[src/rtl/riscv_pkg.sv]
// Shared RV32 constants and the fetch-buffer entry type used by the IF stage.
package riscv_pkg;

  localparam int XLEN = 32;
  localparam logic [XLEN-1:0] NOP_INSTR = 32'h0000_0013;

  typedef struct packed {
    logic [XLEN-1:0] pc;
    logic [XLEN-1:0] instr;
  } fetch_entry_t;

endpackage

[src/rtl/fetch_fifo.sv]
// Small synchronous FIFO with clear; head is read combinationally from storage.
module fetch_fifo #(
  parameter int WIDTH = 32,
  parameter int DEPTH = 2
) (
  input  logic                       clk,
  input  logic                       rst,
  input  logic                       clear,
  input  logic                       push,
  input  logic [WIDTH-1:0]           push_data,
  input  logic                       pop,
  output logic [WIDTH-1:0]           head_data,
  output logic [$clog2(DEPTH+1)-1:0] count,
  output logic                       empty,
  output logic                       full
);

  localparam int AW = (DEPTH > 1) ? $clog2(DEPTH) : 1;
  localparam int CW = $clog2(DEPTH + 1);

  logic [WIDTH-1:0] mem_q [DEPTH];
  logic [AW-1:0]    wr_q;
  logic [AW-1:0]    rd_q;
  logic [CW-1:0]    cnt_q;
  logic             do_push;
  logic             do_pop;

  // Pointers wrap explicitly so non-power-of-two depths work.
  function automatic logic [AW-1:0] ptr_inc(input logic [AW-1:0] p);
    return (p == AW'(DEPTH - 1)) ? {AW{1'b0}} : p + AW'(1);
  endfunction

  assign do_push   = push & ~full;
  assign do_pop    = pop & ~empty;
  assign head_data = mem_q[rd_q];
  assign count     = cnt_q;
  assign empty     = (cnt_q == {CW{1'b0}});
  assign full      = (cnt_q == CW'(DEPTH));

  always_ff @(posedge clk or negedge rst) begin
    if (!rst) begin
      for (int i = 0; i < DEPTH; i++) begin
        mem_q[i] <= {WIDTH{1'b0}};
      end
      wr_q  <= {AW{1'b0}};
      rd_q  <= {AW{1'b0}};
      cnt_q <= {CW{1'b0}};
    end else if (clear) begin
      wr_q  <= {AW{1'b0}};
      rd_q  <= {AW{1'b0}};
      cnt_q <= {CW{1'b0}};
    end else begin
      if (do_push) begin
        mem_q[wr_q] <= push_data;
        wr_q        <= ptr_inc(wr_q);
      end
      if (do_pop) begin
        rd_q <= ptr_inc(rd_q);
      end
      case ({do_push, do_pop})
        2'b10:   cnt_q <= cnt_q + CW'(1);
        2'b01:   cnt_q <= cnt_q - CW'(1);
        default: cnt_q <= cnt_q;
      endcase
    end
  end

endmodule

[src/rtl/if_fetch_stage.sv]
// Instruction fetch stage: credit-limited imem requests, PC/response pairing,
// stall back-pressure and redirect flush with stale-response dropping.
module if_fetch_stage
  import riscv_pkg::*;
#(
  parameter logic [31:0] RESET_PC = 32'h0000_0000,
  parameter int          DEPTH    = 2
) (
  input  logic        clk,
  input  logic        rst,
  input  logic        stall,
  input  logic        redirect_valid,
  input  logic [31:0] redirect_pc,
  output logic        imem_req,
  output logic [31:0] imem_addr,
  input  logic        imem_gnt,
  input  logic        imem_rvalid,
  input  logic [31:0] imem_rdata,
  output logic [31:0] pc_out,
  output logic [31:0] instr_out,
  output logic        valid_out
);

  localparam int CW = $clog2(DEPTH + 1);

  logic [31:0]  pc_q, pc_d;
  logic [CW-1:0] outst_q, outst_d;
  logic [CW-1:0] drop_q, drop_d;
  logic          run_q;

  logic          credit_ok;
  logic          req_s;
  logic          fire;
  logic          accept;
  logic          buf_pop;
  logic [31:0]   pend_head;
  logic          pend_empty, pend_full;
  logic [CW-1:0] pend_cnt_unused;
  fetch_entry_t  buf_in, buf_head;
  logic [CW-1:0] buf_count;
  logic          buf_empty, buf_full;
  logic [1:0]    rpc_lsb_unused;

  assign rpc_lsb_unused = redirect_pc[1:0];

  // run_q keeps the request line low until the first clock after reset.
  assign credit_ok = ({1'b0, outst_q} + {1'b0, buf_count}) < (CW + 1)'(DEPTH);
  assign req_s     = run_q & credit_ok & ~redirect_valid;
  assign fire      = req_s & imem_gnt;
  assign accept    = imem_rvalid & (drop_q == {CW{1'b0}}) & ~redirect_valid & ~pend_empty & ~buf_full;
  assign buf_pop   = ~buf_empty & ~stall & ~redirect_valid;
  assign buf_in    = '{pc: pend_head, instr: imem_rdata};

  fetch_fifo #(.WIDTH(32), .DEPTH(DEPTH)) u_pend_q (
    .clk       (clk),
    .rst       (rst),
    .clear     (redirect_valid),
    .push      (fire & ~pend_full),
    .push_data (pc_q),
    .pop       (accept),
    .head_data (pend_head),
    .count     (pend_cnt_unused),
    .empty     (pend_empty),
    .full      (pend_full)
  );

  fetch_fifo #(.WIDTH($bits(fetch_entry_t)), .DEPTH(DEPTH)) u_instr_buf (
    .clk       (clk),
    .rst       (rst),
    .clear     (redirect_valid),
    .push      (accept),
    .push_data (buf_in),
    .pop       (buf_pop),
    .head_data (buf_head),
    .count     (buf_count),
    .empty     (buf_empty),
    .full      (buf_full)
  );

  // Next PC, in-flight count and stale-response count.
  always_comb begin
    pc_d    = pc_q;
    outst_d = outst_q + CW'(fire) - CW'(imem_rvalid);
    drop_d  = drop_q;
    if (redirect_valid) begin
      pc_d   = {redirect_pc[31:2], 2'b00};
      drop_d = outst_q - CW'(imem_rvalid);
    end else begin
      if (fire) begin
        pc_d = pc_q + 32'd4;
      end else begin
        pc_d = pc_q;
      end
      if (imem_rvalid && (drop_q != {CW{1'b0}})) begin
        drop_d = drop_q - CW'(1);
      end else begin
        drop_d = drop_q;
      end
    end
  end

  always_ff @(posedge clk or negedge rst) begin
    if (!rst) begin
      pc_q    <= RESET_PC;
      outst_q <= {CW{1'b0}};
      drop_q  <= {CW{1'b0}};
      run_q   <= 1'b0;
    end else begin
      pc_q    <= pc_d;
      outst_q <= outst_d;
      drop_q  <= drop_d;
      run_q   <= 1'b1;
    end
  end

  assign imem_req  = req_s;
  assign imem_addr = pc_q;
  assign valid_out = ~buf_empty;
  assign pc_out    = buf_empty ? 32'h0000_0000 : buf_head.pc;
  assign instr_out = buf_empty ? NOP_INSTR : buf_head.instr;

endmodule

[config.mk]
export PLATFORM = sky130hd
export DESIGN_NAME = if_fetch_stage
export DESIGN_NICKNAME = d
export VERILOG_FILES = /design/src/rtl/riscv_pkg.sv /design/src/rtl/fetch_fifo.sv /design/src/rtl/if_fetch_stage.sv
export SDC_FILE = /design/constraint.sdc
export NUM_CORES = 1
export LEC_CHECK = 0
export ABC_AREA = 1
export CORE_ASPECT_RATIO = 0.7
export CORE_MARGIN = 4
export CORE_UTILIZATION = 49
export DETAILED_ROUTE_END_ITERATION = 8
export GPL_TIMING_DRIVEN = 0
export PLACE_DENSITY = 0.72
export SLEW_MARGIN = 20
export SYNTH_ARGS = -nofsm -noshare
export SYNTH_HDL_FRONTEND = slang
export SYNTH_HIERARCHICAL = 1
export SYNTH_SLANG_ARGS = --single-unit
export TNS_END_PERCENT = 50
[constraint.sdc]
create_clock -name clk -period 6.42 [get_ports clk]
set_input_delay 1.284 -clock clk [delete_from_list [all_inputs] [get_ports clk]]
set_output_delay 1.284 -clock clk [all_outputs]
set_load 0.02 [all_outputs]
==> results by group, run 1 <==
STA
  • Min Tclk post-route: ~4.6 ns
  • RSZ-0062 raised after global routing: no
  • Final hold vios: 0
  • TNS Setup: 0 ns
  • Worst Clk Skew: around 0.012 ns
  • Max-slew violations: 0
  • Tcrit/Tclk final: 72.1%
  • Final WS setup: approximately 1.8 ns
  • Worst slew margin: 52.7%
  • Finish-stage setup viols: 0
  • Worst Max-Slew Pin Slew: a little over 0.7 ns
  • Peak Freq: approximately 220 MHz

Layout
  • Register area: between 0.005 and 0.006 mm2
  • Most common cell after layout, fill and taps aside: nand2_1
  • Ratio of cells with drive above 1 in the final layout: 11.8%
  • Nets: 1886
  • Area occupied by multi-input gates: 0.00512 mm2
  • Fill count: approximately 2300
  • Cell Count, Final, Fillers Out: ~2200
  • Final instance area: between 0.015 and 0.02 mm2
  • Commonest non-fill, non-tap cells in the layout: nand2_1, dfrtp_1, inv_1
  • Antenna Cells: 0
  • Area grow syn2layout: 23.1%

Place
  • Port Buf Inserts: roughly 160
  • DP HPWL: about 24000 um
  • Routability cong.: roughly 0.93
  • Cell area after placement: ~0.015 mm2
  • Placed cells: between 2000 and 2500
  • Pre-CTS setup slack: around 1.8 ns

Detailed routing
  • DR DRC count: 0
  • Vias per cell: around 5
  • DRT Pass-1 Iters: 5
  • Wire length per cell: approximately 16 um
  • DR iter-0 viols: between 700 and 800
  • Drt total wl: 33400 um
  • Via Count: about 11000
  • Final ANT Viol Nets: 0

Worst setup path
  • CP cell instances: clkbuf_2 > nor2_1 > clkbuf_1 > clkbuf_1 > nor2_1 > clkdlybuf4s50_1
  • Crit path launch type: flip-flop
  • Classification of the worst setup path: flip-flop to output port
  • Slowest stage cell on the critical path: clkbuf_1
  • Largest delay share family, worst path: buffers and inverters
  • CP Depth: 6
  • CP max stage delay: 0.60 ns
  • R2R setup slack: ~3.4 ns
  • Reg2Reg Capture Point: u_pend_q/mem_q[3]
  • CP required: approximately 5.1 ns
  • Buf/Inv on CP: 4
  • CP arrival: around 3.3 ns
  • FF-to-FF path depth: 13
  • Crit-path max FO: 10
  • Crit end category: output port
  • FF-to-FF Start: u_instr_buf/count[0]

CTS
  • Clock root cell: clkbuf_16
  • Insertion delay to the later sink of the worst-skew pair: about 0.52 ns
  • Cts repair resizes: 0
  • CTS sink cnt: approximately 240
  • H-tree lvl count: 1
  • CTS tree: yes
  • CTS max path bufs: 3
  • Num CTS Buffers: 24
  • Post-CTS Hold Buffers: 0
  • Clk slew on worst S/H paths: around 0.06 ns
  • Setup Buffers After CTS: 0

Logic synthesis
  • Cell variety after synth: 37
  • FF+latch count, synth: 235
  • Syn Inst Count: between 1500 and 2000
  • Avg Inst Size Synth: ~7.7 um2
  • Area of the mapped netlist: 0.0124 mm2
  • Register area share after synthesis: a little under half
  • Synth warn: 6

Min path
  • Hold EP: u_instr_buf/mem_q[30]
  • HP Start: u_instr_buf/mem_q[30]
  • Worst hold path class: flip-flop to flip-flop
  • WHS Path Cells: 2

Floorplanning
  • Core ar.: approximately 0.025 mm2
  • # rows: 48
  • Die width: 198 um
  • Initial core utilization: around half
  • Die Y: around 140 um
  • Top-Level Pins: around 170
  • Die area: between 0.02 and 0.03 mm2

Flow run
  • MaxCap Viol Count: 0

GRT
  • First-pass GRT wire length: 53700 um
  • Vias in the first global route: 10500
  • Total gr overflow: 0
  • Largest net degree at the start of global routing: 96
  • GR Util All Layers: between 20% and 30%
  • Antenna violations before repair: 0

Power and ir drop
  • Cell Pwr Density: 269 mW/mm2
  • Leakage Power: 0.00730 uW
  • Peak supply drop: ~170 uV
  • Total power draw: between 4000 and 5000 uW

Status
  • Run status: complete, no violations
## state kept, by name (all words and copies together), names as in the netlist, 2 cells and up
signal / cells
imem_addr: 30
u_instr_buf/mem_q: 128
drop_q: 2
u_pend_q/count: 2
u_pend_q/mem_q: 64
u_instr_buf/count: 2
outst_q: 2
## Yosys cell counts
master    number  area [um2]
a21oi_1        4        20.0
a21oi_4        2        32.5
and2_1         1        6.26
buf_1          3        11.3
buf_2          9        45.0
buf_4          5        37.5
buf_6         34         383
clkbuf_1      31         116
clkbuf_2       2        10.0
clkinv_1       1        3.75
conb_1         2        7.51
dfrtp_1      235        5880
fa_1           1        20.0
ha_1           5        62.6
inv_1        211         792
inv_2          3        11.3
inv_4          1        6.26
nand2_1      622        2330
nand2_2        6        37.5
nand2_4        1        11.3
nand3_1       72         360
nand3_2        1        10.0
nand3_4        1        17.5
nand4_1        5        31.3
nand4_4        1        21.3
nor2_1       101         379
nor2_2         6        37.5
nor2_4         4        45.0
nor3_1         5        25.0
o211ai_1       3        22.5
o21ai_0       31         155
o21ai_1       86         430
o21ai_2      100         876
o21bai_1       7        52.6
or2_2          3        18.8
xnor2_1        6        52.6
xor2_1         5        43.8
## logic make-up (layout without fill, tap and decap cells)
| logic type | count (synthesis) | after routing | synth area share, % |
|---|---|---|---|
| compound gates | 233 | 233 | 12.8 |
| xor+xnor | 11 | 11 | 0.776 |
| fa+ha+maj | 6 | 6 | 0.666 |
| buf+inv | 300 | 507 | 11.4 |
| flops | 235 | 235 | 47.4 |
| other cells | 2 | 5 | 0.0605 |
| simple gates | 829 | 829 | 26.9 |
## metrics by stage
step,hold slack (ns),utilization (%)
3_3_place_gp,0.463,58.3
5_1_grt,0.490,61.6
6_report,0.480,61.6
2_1_floorplan,0.453,-
4_1_cts,0.482,61.6
3_5_place_dp,0.467,58.5
## cell type report
type                            count  share of cell area, %
Buffer                             84                   3.95
Clock buffer                       34                   4.38
Clock inverter                      8                  0.606
Inverter                          216                   5.32
Multi-Input combinational cell   1084                   33.5
Sequential cell                   235                   38.5
Tap cell                          325                   2.66
Timing Repair Buffer              165                   11.1
## metal layers
metal / vias to the layer above / wire length, um / track usage (%)
met3: 40 / 2310 / 4.75
met5: - / 0 / 0
met2: 307 / 14700 / 35.7
met1: 5145 / 16000 / 35.5
met4: 0 / 448 / 3.98
li1: 5337 / - / -
## where the power goes
| part | internal (uW) | switching, uW | total [uW] |
|---|---|---|---|
| clock network | 806 | 587 | 1390 |
| logic | 344 | 518 | 862 |
| registers | 1700 | 162 | 1860 |
## worst register-to-register path, cell delays in order, from the launching register on
cell,delay (ns)
dfrtp_1,0.46
nand2_1,0.10
inv_1,0.05
fa_1,0.43
nor2_1,0.27
nand4_4,0.23
buf_2,0.28
nor2_1,0.16
inv_1,0.11
a21oi_4,0.19
nand3_4,0.19
buf_4,0.25
nand2_1,0.08
o21ai_1,0.06
## how the worst max path moves through the flow
stage,startpoint,end,slack (ns)
4_1_cts,u_instr_buf/count[1],instr_out[7],1.79
3_3_place_gp,rst,u_instr_buf/mem_q[69],-6.10
2_1_floorplan,redirect_valid,imem_req,3.19
5_1_grt,u_instr_buf/count[1],instr_out[5],1.57
6_report,u_instr_buf/count[1],instr_out[6],1.79
3_5_place_dp,redirect_valid,imem_req,1.83
(Power assumes the default switching activity.)
==> run 2, diff against run 1 <==
--- a/config.mk
+++ b/config.mk
@@ -11,7 +11,7 @@
 export CORE_UTILIZATION = 49
 export DETAILED_ROUTE_END_ITERATION = 8
 export GPL_TIMING_DRIVEN = 0
-export PLACE_DENSITY = 0.72
+export PLACE_DENSITY = 0.75
 export SLEW_MARGIN = 20
 export SYNTH_ARGS = -nofsm -noshare
 export SYNTH_HDL_FRONTEND = slang
==> constraint.sdc (replaced) <==
create_clock -name clk -period 3.9 [get_ports clk]
set_input_delay 0.78 -clock clk [delete_from_list [all_inputs] [get_ports clk]]
set_output_delay 0.78 -clock clk [all_outputs]
set_load 0.02 [all_outputs]
==> results by group, run 2 (synthesis gave the netlist of run 1 again) <==
Worst setup path
  • CP max stage delay: 0.62 ns (+0.02 ns)
  • FF-to-FF path depth: 13 (unchanged)
  • Slowest stage cell on the critical path: clkdlybuf4s50_1
  • CP cell instances: inv_1 > clkbuf_1 > clkbuf_1 > nand2_1 > nand2_1 > inv_1 > nor2_1 > clkdlybuf4s50_1
  • Crit-path max FO: 10 (unchanged)
  • CP arrival: 2.87 ns (-0.47 ns)
  • Buf/Inv on CP: 5 (+1)
  • CP required: 3.12 ns (-2.02 ns)
  • Crit end category: output port
  • Reg2Reg Capture Point: u_pend_q/mem_q[7]
  • FF-to-FF Start: u_instr_buf/count[0]
  • Crit path launch type: flip-flop
  • Largest delay share family, worst path: buffers and inverters
  • R2R setup slack: 0.92 ns (-2.52 ns)
  • Classification of the worst setup path: flip-flop to output port

CTS
  • Clk slew on worst S/H paths: 0.06 ns (about the same)
  • Insertion delay to the later sink of the worst-skew pair: 0.51 ns (about the same)
  • CTS tree: yes
  • Post-CTS Hold Buffers: 0 (unchanged)
  • H-tree lvl count: 1 (unchanged)
  • CTS max path bufs: 3 (unchanged)
  • Num CTS Buffers: 24 (unchanged)
  • Clock root cell: clkbuf_16
  • CTS sink cnt: 235 (unchanged)

Floorplanning
  • Initial core utilization: 50.0% (unchanged)
  • Die area: 0.0280 mm2 (unchanged)
  • Core ar.: 0.0248 mm2 (unchanged)
  • Top-Level Pins: 168 (unchanged)
  • Die width: 198 um (unchanged)
  • # rows: 48 (unchanged)
  • Die Y: 141 um (unchanged)

Power and ir drop
  • Sw Ratio: 29.6% (-1.2 points)
  • Cell Pwr Density: 452 mW/mm2 (+68%)
  • Total power draw: 6950 uW (+69%)
  • Reg power frac: 43.9% (-1.3 points)
  • Leakage Power: 0.00735 uW (+0.71%)
  • Comb pwr share: 20.4% (-0.6 points)
  • Net Switching: 2050 uW (+62%)
  • Peak supply drop: 304 uV (+79%)
  • Int Power: 4890 uW (+72%)
  • Clock share of power: 35.7% (+1.8 points)

GRT
  • Antenna violations before repair: 0 (unchanged)
  • First-pass GRT wire length: 55300 um (+2.9%)
  • Vias in the first global route: 10900 (+4.3%)
  • Largest net degree at the start of global routing: 92 (-4.2%)
  • Total gr overflow: 0 (unchanged)
  • GR Util All Layers: 24.0% (+0.53 points)

Flow run
  • MaxCap Viol Count: 0 (unchanged)

STA
  • Min Tclk post-route: between 3 and 4 ns
  • Worst slew margin: 57.6% (+4.9 points)
  • Final WS setup: 0.250 ns (-1.54 ns)
  • Tcrit/Tclk final: a little over 90%
  • Peak Freq: 274 MHz
  • Worst Clk Skew: 0.00848 ns (-0.00392 ns)
  • Max-slew violations: 0 (unchanged)
  • Final hold vios: 0 (unchanged)
  • Finish-stage setup viols: 0 (unchanged)
  • Worst Max-Slew Pin Slew: 0.636 ns (-0.0733 ns)
  • RSZ-0062 raised after global routing: no

Layout
  • Final instance area: 0.0154 mm2 (+0.62%)
  • Antenna Cells: 0 (unchanged)
  • Fill count: 2214 (-1.6%)
  • Ratio of cells with drive above 1 in the final layout: 12.2% (+0.32 points)
  • Most common cell after layout, fill and taps aside: nand2_1
  • Core Util, Final: 62.0% (+0.38 points)
  • Commonest non-fill, non-tap cells in the layout: nand2_1, dfrtp_1, inv_1
  • Number of flip-flops in the largest register: 128 (unchanged)
  • Nets: 1886 (unchanged)
  • Area grow syn2layout: 23.9%
  • Largest reg by FF count: u_instr_buf/mem_q

Detailed routing
  • Final ANT Viol Nets: 0 (unchanged)
  • DRT Pass-1 Iters: 5 (unchanged)
  • Wire length per cell: 15.4 um (-1.2%)
  • Drt total wl: 33100 um (-1.1%)
  • Via Count: 10900 (+0.36%)
  • Vias per cell: 5.05 (+0.31%)
  • DR DRC count: 0 (unchanged)
  • DR iter-0 viols: 734 (-7.0%)

Place
  • Routability cong.: 0.905 (-2.4%)
  • Pre-CTS setup slack: 0.300 ns (-1.53 ns)
  • Cell area after placement: 0.0145 mm2 (unchanged)
  • Port Buf Inserts: 163 (unchanged)
  • DP HPWL: 24000 um (-0.88%)

Status
  • Run status: complete, no violations

Min path
  • Worst hold path class: input port to async pin
## run 2: what timing repair did
| action | CTS | global route |
|---|---|---|
| pin swaps | 0 | 0 |
| setup endpoints to repair | 40 | 29 |
| setup buffers | 0 | 0 |
| resized for setup | 2 | 5 |
## run 2: how the worst max path moves through the flow
stage / slack [ns] / to / from / cells past startpoint
floorplan: 1.44 / u_instr_buf/mem_q[10] / redirect_valid / 12
global placement: -8.04 / u_instr_buf/mem_q[3] / rst / 1
detailed placement: 0.30 / imem_req / redirect_valid / 5
CTS: 0.09 / instr_out[24] / u_instr_buf/count[1] / 6
global route: 0.007 / instr_out[24] / u_instr_buf/rd_q / 8
finish: 0.25 / instr_out[27] / u_instr_buf/rd_q / 8
## run 2: layer usage
metal	global-route usage (%)	wire [um]
met1	35.7	15500
met2	37.4	14800
met3	4.90	2350
met4	3.62	448
met5	0	0
## run 2: cell type report
| class | instances | area (um2) | share of cell area (%) |
|---|---|---|---|
| Buffer | 84 | 608 | 3.96 |
| Clock buffer | 38 | 724 | 4.71 |
| Clock inverter | 5 | 125 | 0.814 |
| Inverter | 216 | 813 | 5.29 |
| Multi-Input combinational cell | 1084 | 5120 | 33.3 |
| Sequential cell | 235 | 5880 | 38.2 |
| Tap cell | 325 | 407 | 2.64 |
| Timing Repair Buffer | 165 | 1690 | 11.0 |
## run 2: power groups by stage
stage | clock network, uW | registers [uW] | logic (uW)
finish | 2480 | 3050 | 1420
global route | 2640 | 3100 | 1620
CTS | 2530 | 3050 | 1430
detailed placement | 0 | 3090 | 1420
global placement | 0 | 3080 | 1370
floorplan | 0 | 3080 | 910
## run 2: metrics by stage
| stage | TNS (ns) | hold slack, ns | cells |
|---|---|---|---|
| 4_1_cts | 0 | 0.207 | 2152 |
| 3_5_place_dp | 0 | 0.468 | 2109 |
| 6_report | 0 | 0.182 | 2152 |
| 2_1_floorplan | 0 | 0.453 | 1619 |
| 5_1_grt | 0 | 0.219 | 2152 |
| 3_3_place_gp | -1881.57 | 0.462 | 2107 |
## run 2: worst register-to-register path: stages, from the launching register on
cell and delay [ns]:
dfrtp_1 0.50, nand2_1 0.09, inv_1 0.07, fa_1 0.41
nor2_1 0.28, nand4_4 0.20, buf_2 0.27, nor2_1 0.17
inv_1 0.11, a21oi_4 0.19, nand3_4 0.19, buf_4 0.25
nand2_1 0.09, o21ai_1 0.06
==> run 3, diff against run 2 <==
--- a/config.mk
+++ b/config.mk
@@ -5,13 +5,12 @@
 export SDC_FILE = /design/constraint.sdc
 export NUM_CORES = 1
 export LEC_CHECK = 0
-export ABC_AREA = 1
 export CORE_ASPECT_RATIO = 0.7
 export CORE_MARGIN = 4
 export CORE_UTILIZATION = 49
 export DETAILED_ROUTE_END_ITERATION = 8
 export GPL_TIMING_DRIVEN = 0
-export PLACE_DENSITY = 0.75
+export PLACE_DENSITY = 0.76
 export SLEW_MARGIN = 20
 export SYNTH_ARGS = -nofsm -noshare
 export SYNTH_HDL_FRONTEND = slang
==> results by group, run 3 <==
STA
  • Finish-stage setup viols: 0 (unchanged)
  • Final hold vios: 0 (unchanged)
  • Min Tclk post-route: 3.72 ns (+0.0716 ns)
  • Worst Clk Skew: 0.00938 ns (+0.000900 ns)
  • Max-slew violations: 0 (unchanged)
  • Tcrit/Tclk final: 95.4% (+1.8 points)
  • TNS Setup: 0 ns (unchanged)
  • Worst Max-Slew Pin Slew: 0.767 ns (+0.131 ns)
  • Peak Freq: 269 MHz (-1.9%)
  • Worst slew margin: 48.9% (-8.7 points)

Power and ir drop
  • Sw Ratio: 25.2% (-4.4 points)
  • Leakage Power: 0.00662 uW (-10%)
  • Peak supply drop: 331 uV (+8.8%)
  • Total power draw: 6380 uW (-8.2%)
  • Reg power frac: 47.5% (+3.6 points)
  • Comb pwr share: 17.7% (-2.7 points)
  • Clock share of power: 34.7% (-1.0 points)
  • Cell Pwr Density: 439 mW/mm2 (-2.8%)
  • Net Switching: 1610 uW (-22%)
  • Int Power: 4770 uW (-2.5%)

Logic synthesis
  • Multiplexer area fraction after synthesis: 30.9% (+31 points)
  • Top-count cell post-synth: dfrtp_1
  • Post-Synth XOR/XNOR Area: 0.980% (+0.20 points)
  • Synth area leaders: dfrtp_1, mux2_2, mux2_4, nor2b_1, or4_1
  • Synth warn: 6 (unchanged)
  • Cell variety after synth: 49 (+32%)
  • Compound-Gate Fraction of Synth Area: 3.65% (-9.2 points)
  • Largest family of logic cells by synthesized area: multiplexers
  • EDFF count, synth: 0 (unchanged)
  • Cell taking the most area after synthesis: dfrtp_1
  • Simple-gate area share of the yosys netlist: 10.1% (-17 points)
  • Register area share after synthesis: 50.6% (+3.2 points)
  • FF+latch count, synth: 235 (unchanged)
  • Most frequent cells after synthesis: dfrtp_1, mux2_2, mux2_4, nor2b_1, nor2_1
  • Syn Inst Count: 874 (-46%)
  • Post-synth ARST share: 100% (unchanged)
  • Area of the mapped netlist: 0.0116 mm2 (-6.4%)
  • Top_reg_cell synth: dfrtp_1
  • Yosys top cell area share: 50.6% (+3.2 points)
  • Post-Synth Adder-Cell Area: 0.711% (+0.045 points)
  • Avg Inst Size Synth: 13.3 um2 (+73%)

CTS
  • Insertion delay to the later sink of the worst-skew pair: 0.50 ns (about the same)
  • H-tree lvl count: 1 (unchanged)
  • Clk slew on worst S/H paths: 0.06 ns (about the same)
  • Clock root cell: clkbuf_16
  • CTS sink cnt: 235 (unchanged)
  • Num CTS Buffers: 23 (-4.2%)
  • CTS max path bufs: 3 (unchanged)
  • CTS tree: yes

Layout
  • Core Util, Final: 63.2% (+1.2 points)
  • Register area: 0.00588 mm2 (unchanged)
  • Cell Count, Final, Fillers Out: 1398 (-35%)
  • Most common cell after layout, fill and taps aside: dfrtp_1
  • Largest reg by FF count: u_instr_buf/mem_q
  • Nets: 1148 (-39%)
  • Fill count: 1749 (-21%)
  • Number of flip-flops in the largest register: 128 (unchanged)
  • Ratio of cells with drive above 1 in the final layout: 33.2% (+21 points)
  • Area grow syn2layout: 24.9%
  • Antenna Cells: 0 (unchanged)
  • Commonest non-fill, non-tap cells in the layout: dfrtp_1, mux2_2, clkdlybuf4s50_1
  • Area occupied by multi-input gates: 0.00543 mm2 (+6.0%)

Worst setup path
  • CP required: 4.28 ns (+1.16 ns)
  • CP max stage delay: 0.48 ns (-0.14 ns)
  • CP arrival: 4.11 ns (+1.24 ns)
  • FF-to-FF path depth: 10 (-3)
  • Slowest stage cell on the critical path: fa_1
  • Crit path launch type: flip-flop
  • Classification of the worst setup path: flip-flop to flip-flop
  • CP cell instances: and2_1 > fa_1 > nor4bb_1 > clkbuf_2 > nand2_1 > nor2_1 > inv_1 > nor4_4 > buf_2 > mux2_2
  • Crit-path max FO: 10 (unchanged)
  • Crit end category: flip-flop

Min path
  • Worst hold path class: input port to async pin

Detailed routing
  • Via Count: 7645 (-30%)
  • DR iter-0 viols: 406 (-45%)
  • Vias per cell: 5.47 (+8.3%)
  • Final ANT Viol Nets: 0 (unchanged)
  • DR DRC count: 0 (unchanged)
  • DRT Pass-1 Iters: 5 (unchanged)
  • Drt total wl: 27600 um (-16%)
  • Wire length per cell: 19.8 um (+29%)

Floorplanning
  • # rows: 46 (-4.2%)
  • Die Y: 137 um (-3.1%)
  • Die area: 0.0263 mm2 (-6.1%)
  • Top-Level Pins: 168 (unchanged)
  • Die width: 192 um (-3.1%)
  • Initial core utilization: 50.6% (+0.56 points)
  • Core ar.: 0.0230 mm2 (-7.4%)

Place
  • Placed cells: 1356 (-36%)
  • Port Buf Inserts: 163 (unchanged)
  • DP HPWL: 19100 um (-20%)
  • Routability cong.: 0.822 (-9.1%)

Status
  • Run status: complete, no violations

GRT
  • Antenna violations before repair: 0 (unchanged)
  • First-pass GRT wire length: 43300 um (-22%)
  • GR Util All Layers: 20.9% (-3.1 points)
  • Vias in the first global route: 7833 (-28%)
  • Largest net degree at the start of global routing: 97 (+5.4%)
  • Total gr overflow: 0 (unchanged)

Flow run
  • MaxCap Viol Count: 0 (unchanged)
==> run 3: cells by family after synthesis <==
| logic type | Yosys count |
|---|---|
| other | 2 |
| adders and majority gates | 6 |
| AOI/OAI and AO/OA | 67 |
| DFF | 235 |
| xor gates and xnor gates | 13 |
| muxes | 289 |
| and+or+nand+nor | 196 |
| buffers and inverters | 66 |
==> run 3: timing repair <==
action,CTS,global route
pin swaps,1,0
endpoints found under the setup margin,113,120
gates cloned,0,0
endpoints found under the hold margin,0,0
hold buffers,0,0
setup buffers,3,0
resized for setup,3,6
==> run 3: power by group through the flow <==
stage | clock network, uW | logic (uW) | registers (uW)
5_1_grt | 2370 | 1240 | 3080
6_report | 2220 | 1130 | 3030
2_1_floorplan | 0 | 749 | 3020
3_3_place_gp | 0 | 1080 | 3050
3_5_place_dp | 0 | 1120 | 3070
4_1_cts | 2260 | 1130 | 3030
==> run 3: layout make-up <==
class | instances | share of cell area (%)
plain buffers | 53 | 2.10
clock buffers | 33 | 4.57
clock inverters | 6 | 0.552
inverters | 13 | 0.336
multi-input cells | 578 | 37.4
flip-flops and latches | 235 | 40.5
well taps | 312 | 2.69
repair buffers | 168 | 11.8
==> run 3: worst paths after layout <==
kind                                       start               endpoint  slack, ns
min                                          rst  u_instr_buf/mem_q[45]       0.19
min in group clk           u_instr_buf/mem_q[92]  u_instr_buf/mem_q[92]       0.49
max                         u_instr_buf/count[0]     u_pend_q/mem_q[60]       0.18
min reg2reg                u_instr_buf/mem_q[92]  u_instr_buf/mem_q[92]       0.49
max in group asynchronous                    rst  u_instr_buf/mem_q[90]       2.44
max reg2reg                 u_instr_buf/count[0]     u_pend_q/mem_q[60]       0.18
==> run 3: critical path: cells and delay by family, from the launching register on <==
family	cells	cell delay [ns]
and+or+nand+nor	5	1.39
DFF	1	0.45
adders and majority gates	1	0.48
buffers and inverters	3	0.89
muxes	1	0.38
==> run 3: routing by layer <==
layer  track usage [%]  routed length [um]
met1              31.5               13600
met2              31.8               12100
met3              4.61                1560
met4              3.21                 388
met5                 0                   0
==> run 3: per-stage QoR <==
stage	setup slack, ns	hold slack (ns)	instance area (um2)
5_1_grt	-0.0199	0.216	14500
4_1_cts	0.00858	0.195	14500
2_1_floorplan	0.593	0.454	11600
6_report	0.179	0.191	14500
3_3_place_gp	-8.12	0.463	13700
3_5_place_dp	-0.792	0.475	13700
